--- config.mk ---
export PLATFORM = sky130hd
export DESIGN_NAME = serial_adder_ctrl
export DESIGN_NICKNAME = d
export VERILOG_FILES = /design/src/rtl/serial_adder_ctrl.sv
export SDC_FILE = /design/constraint.sdc
export NUM_CORES = 1
export LEC_CHECK = 0
export CAP_MARGIN = 20
export CORE_ASPECT_RATIO = 1.2
export CORE_UTILIZATION = 51
export CTS_CLUSTER_DIAMETER = 30
export DETAILED_ROUTE_END_ITERATION = 6
export GPL_ROUTABILITY_DRIVEN = 0
export HOLD_SLACK_MARGIN = 0.05
export PLACE_DENSITY = 0.78
export SKIP_CTS_REPAIR_TIMING = 1
export SLEW_MARGIN = 20
export SYNTH_ARGS = -nofsm -noshare
export SYNTH_HDL_FRONTEND = slang
export SYNTH_SLANG_ARGS = --single-unit
--- constraint.sdc ---
create_clock -name clk -period 1.97 [get_ports clk]
set_clock_uncertainty 0.2 [all_clocks]
set_input_delay 0.394 -clock clk [delete_from_list [all_inputs] [get_ports clk]]
set_output_delay 0.394 -clock clk [all_outputs]
set_load 0.02 [all_outputs]
--- src/rtl/serial_adder_ctrl.sv ---
// Bit-serial add/subtract sequencer: one full-adder slice, LSB first, one bit per clock.
// Results are returned through a start/busy/done handshake.
module serial_adder_ctrl #(
    parameter int WIDTH = 8
) (
    input  logic             clk,
    input  logic             rst_n,
    input  logic             start,
    input  logic             sub,
    input  logic [WIDTH-1:0] op_a,
    input  logic [WIDTH-1:0] op_b,
    input  logic             cin,
    output logic             busy,
    output logic             done,
    output logic [WIDTH-1:0] sum,
    output logic             cout,
    output logic             ovf
);
    // state | meaning
    // IDLE  | waiting for start
    // RUN   | one operand bit per clock through the adder slice
    // DONE  | result valid for one cycle, start may chain the next op
    localparam logic [1:0] IDLE = 2'd0;
    localparam logic [1:0] RUN  = 2'd1;
    localparam logic [1:0] DONE = 2'd2;

    localparam int CW = (WIDTH > 2) ? $clog2(WIDTH) : 1;

    logic [1:0]       state;
    logic [CW-1:0]    cnt;
    logic [WIDTH-1:0] a_sh;
    logic [WIDTH-1:0] b_sh;
    logic [WIDTH-1:0] r_sh;
    logic             carry;
    logic             c_msb_in;
    logic             fa_s;
    logic             fa_c;
    logic             accept;
    logic             last_bit;

    assign fa_s     = a_sh[0] ^ b_sh[0] ^ carry;
    assign fa_c     = (a_sh[0] & b_sh[0]) | (a_sh[0] & carry) | (b_sh[0] & carry);
    assign accept   = start && ((state == IDLE) || (state == DONE));
    assign last_bit = (cnt == CW'(WIDTH - 1));
    assign busy     = (state == RUN);
    assign done     = (state == DONE);

    always_ff @(posedge clk or negedge rst_n) begin
        if (!rst_n) begin
            state    <= IDLE;
            cnt      <= '0;
            a_sh     <= '0;
            b_sh     <= '0;
            r_sh     <= '0;
            carry    <= 1'b0;
            c_msb_in <= 1'b0;
            sum      <= '0;
            cout     <= 1'b0;
            ovf      <= 1'b0;
        end else begin
            case (state)
                RUN: begin
                    r_sh  <= {fa_s, r_sh[WIDTH-1:1]};
                    a_sh  <= a_sh >> 1;
                    b_sh  <= b_sh >> 1;
                    carry <= fa_c;
                    cnt   <= cnt + 1'b1;
                    if (cnt == CW'(WIDTH - 2))
                        c_msb_in <= fa_c;
                    if (last_bit) begin
                        sum   <= {fa_s, r_sh[WIDTH-1:1]};
                        cout  <= fa_c;
                        ovf   <= c_msb_in ^ fa_c;
                        state <= DONE;
                    end
                end
                DONE: state <= IDLE;
                default: state <= IDLE;
            endcase
            // Accepting in DONE overrides the return to IDLE for back-to-back ops.
            if (accept) begin
                a_sh  <= op_a;
                b_sh  <= sub ? ~op_b : op_b;
                carry <= sub ? 1'b1 : cin;
                cnt   <= '0;
                state <= RUN;
            end
        end
    end
endmodule

# [Word level (Yosys, flattened, before mapping)]
# Cells that the tools add are included.
# W data, S select, Z words.
[word_totals] ff_bits=41 latch_bits=0 ram_bits=0 mem_bits_ro=0 input_bits=21 output_inout_bits=12 wordCells=44 mem_count=0
[classes] addsub=1 n_mul=0 n_div=0 order_cmp=0 eq_ne=5 n_shift=0 muxes=13 bitwise_logic=9 n_reduce_logical=6
[ops] cell="$mux W8" count=5
[ops] cell="$not A8 Y8" count=1
[ops] cell="$eq A3 B3 Y1 const B" count=2
[ops] cell="$mux W2" count=3
[ops] cell="$mux W3" count=2
[ops] cell="$reduce_and A2 Y1" count=2
[ops] cell="$add A3 B1 Y3 const B" count=1
[ops] cell="$and A1 B1 Y1" count=3
[ops] cell="$mux W1" count=3
[ops] cell="$ne A3 B1 Y1 const B" count=1
[ops] cell="$xor A1 B1 Y1" count=3
[ops] cell="$eq A2 B1 Y1 const B" count=1
[ops] cell="$eq A2 B2 Y1 const B" count=1
[ops] cell="$logic_not A2 Y1" count=1
[ops] cell="$or A1 B1 Y1" count=2
[ops] cell="$reduce_bool A2 Y1" count=1
[ops] cell="$logic_and A1 B1 Y1" count=1
[ops] cell="$logic_or A1 B1 Y1" count=1

# [Logic depth before layout (Yosys ltp)]
[depth] ltp_word=5 mapped_depth=6

# [Least setup slack after synthesis]
# OpenSTA, ideal clock, no wires.
[synth_timing] kind="reg2reg" startpoint="reg cnt[0]" endpoint="reg cout" setup_ns=0.125 t_arrival_ns=1.377 required_ns=1.645 path_slack_ns=0.268 path_stages_with_launch=6 n_path_buf=1 synth_period_minus_slack_ns=1.702 cell_sequence="dfrtp_1 -> ha_1 -> ha_1 -> nand3b_1 -> buf_4 -> mux2_2"
[synth_via] elab_chain_len=2
[synth_lines] element="from (decl)" line="30" source="logic [CW-1:0] cnt;"
[synth_lines] element="from (signal assigned)" line="67" source="cnt <= cnt + 1'b1;"
[synth_lines] element="$eq A3 B3 Y1" line="44" source="assign last_bit = (cnt == CW'(WIDTH - 1));"
[synth_lines] element="$reduce_and A2 Y1 (no source line)"
[synth_lines] element="to (signal assigned)" line="58" source="cout <= 1'b0;"
[synth_lines] element="to (signal assigned)" line="72" source="cout <= fa_c;"
[synth_lines] element="to (decl)" line="16" source="output logic cout,"
# No other way between the ends.
# A chain may end at the register's enable or synchronous reset.

# [Final worst setup path]
[layout_timing] startpoint="reg sum[3]" endpoint="out sum[3]"
[layout_rtl] element="from (decl)" line="15" source="output logic [WIDTH-1:0] sum,"
[layout_rtl] element="from (signal assigned)" line="71" source="sum <= {fa_s, r_sh[WIDTH-1:1]};"
# No word-level cell between the ends.

==> impl_metrics.csv <==
group,metric,value,unit
finish,area_growth,26.25,%
setup_path,slowest_delay,600,ps
grt,grt_usage,20.20,%
routing,dr.pass1.iters,4,
power_and_ir_drop,seqPwrFrac,41.8,%
setup_path,cp_cell_sequence,"clkdlybuf4s50_1",
timing,tightest_slew,495.2,ps
logic_synthesis,ys_seq_elements,40,
finish,nFillCells,240,
setup_path,critPathBufInv,1,
clock_network,htreeDepth,2,
grt,grt_pass1_vias,1320,
grt,antenna_found_initial,0,
logic_synthesis,avgSynthCellArea,10.76,um2
logic_synthesis,netlist_instances,163,
die,die_height,66.25,um
placement,io_buffers,32,
routing,drt.antenna.violating_nets,0,
routing,drt-initial-drc-count,30,
run,cap_violations,0,
power_and_ir_drop,power.net_switching,1.276,mW
grt,grt_util_met2,36.45,%
die,start_util,55.42,%
timing,setup_viol,0,
routing,post_drt_via_cell_ratio,5.540,
clock_network,cts_tree,"done",
setup_path,cp_slowest_cell,"clkdlybuf4s50_1",
setup_path,cp.arrival,1310,ps
timing,period_minus_slack,1906,ps
clock_network,cts_root_buffer,"clkbuf_4",
logic_synthesis,synth_nets,188,
power_and_ir_drop,p_int,2.186,mW
clock_network,numCtsBuffers,5,
finish,insertedDiodeCount,0,
timing,timing.final.crit_share,96.74,%
grt,use_met1,22.22,%
status,outcome,"finished, final reports clean",
clock_network,clock_latency,340,ps
die,die_w,55.54,um
routing,routed_wirelength,3345,um
timing,rsz0062_at_grt,"false",
finish,fin_nets,227,
logic_synthesis,ys_warn_count,0,
die,core-area,0.003166,mm2
die,rows,22,
power_and_ir_drop,share_comb_of_total_power,43.0,%
timing,hold_viol_final,0,
logic_synthesis,yosysUniqueCellTypes,28,
timing,drv_slew,0,
timing,max_slew_margin,66.98,%
power_and_ir_drop,p_total,3.462,mW
setup_path,path_delay_family,"buffers and inverters",
power_and_ir_drop,leakagePower,1.044,nW
setup_path,path_class,"reg -> out",
power_and_ir_drop,p_sw_share,36.85,%
hold_path,hp-class,"reg -> reg",
setup_path,end_kind,"output port",
clock_network,cts_max_path_buffers,2,
routing,drc_errors,0,
grt,grt.busiest_layer,"met2",
clock_network,clk_pin_slew,120,ps
setup_path,cp.required,1380,ps
logic_synthesis,synth-seq-area-share,57.06,%
logic_synthesis,syn_area,0.001754,mm2
grt,grt_pass1_wl,5616,um
placement,dpl.hpwl,2354,um
clock_network,clock_sinks,40,
grt,overflow,0,
timing,max_freq,0.5247,GHz
die,ioPinCount,33,
routing,via_count,1324,
power_and_ir_drop,powerDensity,1563,mW/mm2
grt,grt_max_degree,41,
power_and_ir_drop,ir_worst_vdd,1.140,mV
grt,grtUsageMet3,5.479,%
finish,drive_gt1_share,13.79,%
power_and_ir_drop,clockPowerShare,15.1,%
finish,final_core_util,69.96,%
setup_path,path_max_fanout,2,
setup_path,start_kind,"register",
routing,wl_per_cell,14.00,um
die,die_area,0.003679,mm2
[path summary, 6_finish.rpt]
kind                          from  endpoint  slack (ps)  cells past startpoint
hold / removal             r_sh[7]   r_sh[6]         300                      2
max in group asynchronous    rst_n    sum[7]         790                      3
setup reg to reg            cnt[0]    sum[6]         170                      5
min in group asynchronous    rst_n   a_sh[2]         430                      3
setup / recovery            sum[3]    sum[3]          60                      1
hold reg to reg            r_sh[7]   r_sh[6]         300                      2
[logic make-up (layout without fill, tap and decap cells)]
| logic type | after synthesis | in the layout | synth area share (%) |
|---|---|---|---|
| AO/OA/AOI/OAI | 22 | 22 | 9.201 |
| AND/OR/NAND/NOR | 66 | 66 | 15.84 |
| XOR/XNOR | 9 | 9 | 4.493 |
| multiplexers | 10 | 10 | 6.420 |
| adder cells (fa/ha/maj) | 4 | 4 | 3.281 |
| buffers and inverters | 12 | 52 | 3.709 |
| flip-flops | 40 | 40 | 57.06 |
[routing by layer]
layer,routed length (um),vias up,part of all wire [%]
met1,1468,653,44
met4,55,0,1.6
met5,0,-,0
met3,150,5,4.5
li1,-,630,-
met2,1670,36,50
[synthesized netlist by cell type]
| cell type | n | share of area, % |
|---|---|---|
| nand2_1 | 42 | 9.0 |
| dfrtp_1 | 40 | 57 |
| nor2_1 | 14 | 3.0 |
| mux2_2 | 9 | 5.8 |
| a31oi_1 | 8 | 2.9 |
| a221o_1 | 5 | 2.9 |
| buf_2 | 5 | 1.4 |
| xnor2_1 | 5 | 2.5 |
| nand3_1 | 4 | 1.1 |
| xor2_1 | 4 | 2.0 |
| buf_4 | 3 | 1.3 |
| ha_1 | 3 | 2.1 |
| o21ai_0 | 3 | 0.86 |
| a22o_1 | 2 | 1.0 |
| a22oi_1 | 2 | 0.86 |
| inv_1 | 2 | 0.43 |
| a21oi_1 | 1 | 0.29 |
| and2b_1 | 1 | 0.43 |
| clkbuf_1 | 1 | 0.21 |
| fa_1 | 1 | 1.1 |
| inv_4 | 1 | 0.36 |
| mux2_1 | 1 | 0.64 |
| nand2b_1 | 1 | 0.36 |
| nand2b_2 | 1 | 0.50 |
| nand3b_1 | 1 | 0.43 |
| nor2_4 | 1 | 0.64 |
| nor2b_1 | 1 | 0.36 |
| o2bb2ai_1 | 1 | 0.50 |
[placed cells by master (no fill, tap or decap), types with 2 or more instances in the layout]
cell,synthesis,layout
nand2_1,42,42
dfrtp_1,40,40
clkdlybuf4s50_1,0,29
nor2_1,14,14
mux2_2,9,9
a31oi_1,8,8
buf_4,3,8
xnor2_1,5,5
a221o_1,5,5
clkbuf_4,0,5
nand3_1,4,4
xor2_1,4,4
o21ai_0,3,3
ha_1,3,3
inv_1,2,2
a22oi_1,2,2
a22o_1,2,2
dlymetal6s2s_1,0,2
[final cells by class]
cell class / instances / area, um2 / share of cell area (%)
clock buffer: 6 / 41.29 / 1.864
clock inverter: 2 / 35.03 / 1.582
inverter: 3 / 13.76 / 0.6215
multi-input combinational: 111 / 688.2 / 31.07
sequential: 40 / 1001 / 45.20
tap: 36 / 45.04 / 2.034
timing repair buffer: 41 / 390.4 / 17.63
[tightest hold or removal path, stage by stage (launching register included)]
cell and delay [ps]:
dfrtp_1 370, nand2_1 60, nand2_1 50
[metrics by stage]
| stage | hold slack [ps] | setup TNS, ps | area [um2] | worst slack (ps) | cells |
|---|---|---|---|---|---|
| 2_1_floorplan | -101.6 | 0 | 1754 | 268.0 | 163 |
| 3_3_place_gp | 262.2 | 0 | 2123 | 94.21 | 230 |
| 3_5_place_dp | 279.9 | 0 | 2123 | 7.696 | 230 |
| 4_1_cts | -107.7 | -435.5 | 2200 | -253.4 | 238 |
| 5_1_grt | 333.7 | 0 | 2215 | 0.2440 | 239 |
| 6_report | 301.0 | 0 | 2215 | 64.25 | 239 |
[state kept, by name (all words and copies together), names as in the netlist]
| signal | cells |
|---|---|
| cnt | 3 |
| c_msb_in | 1 |
| ovf | 1 |
| r_sh | 7 |
| b_sh | 8 |
| sum | 8 |
| state | 2 |
| carry | 1 |
| cout | 1 |
| a_sh | 8 |
[power groups by stage]
stage / Clock [mW] / Combinational, mW / Sequential, mW
after detailed placement: 0 / 1.51 / 1.47
after global placement: 0 / 1.44 / 1.45
after floorplan: 0 / 0.895 / 1.53
after CTS: 0.536 / 1.51 / 1.45
final: 0.523 / 1.49 / 1.45
after global routing: 0.568 / 1.64 / 1.50
No activity file was read; power rests on OpenSTA's default activity.
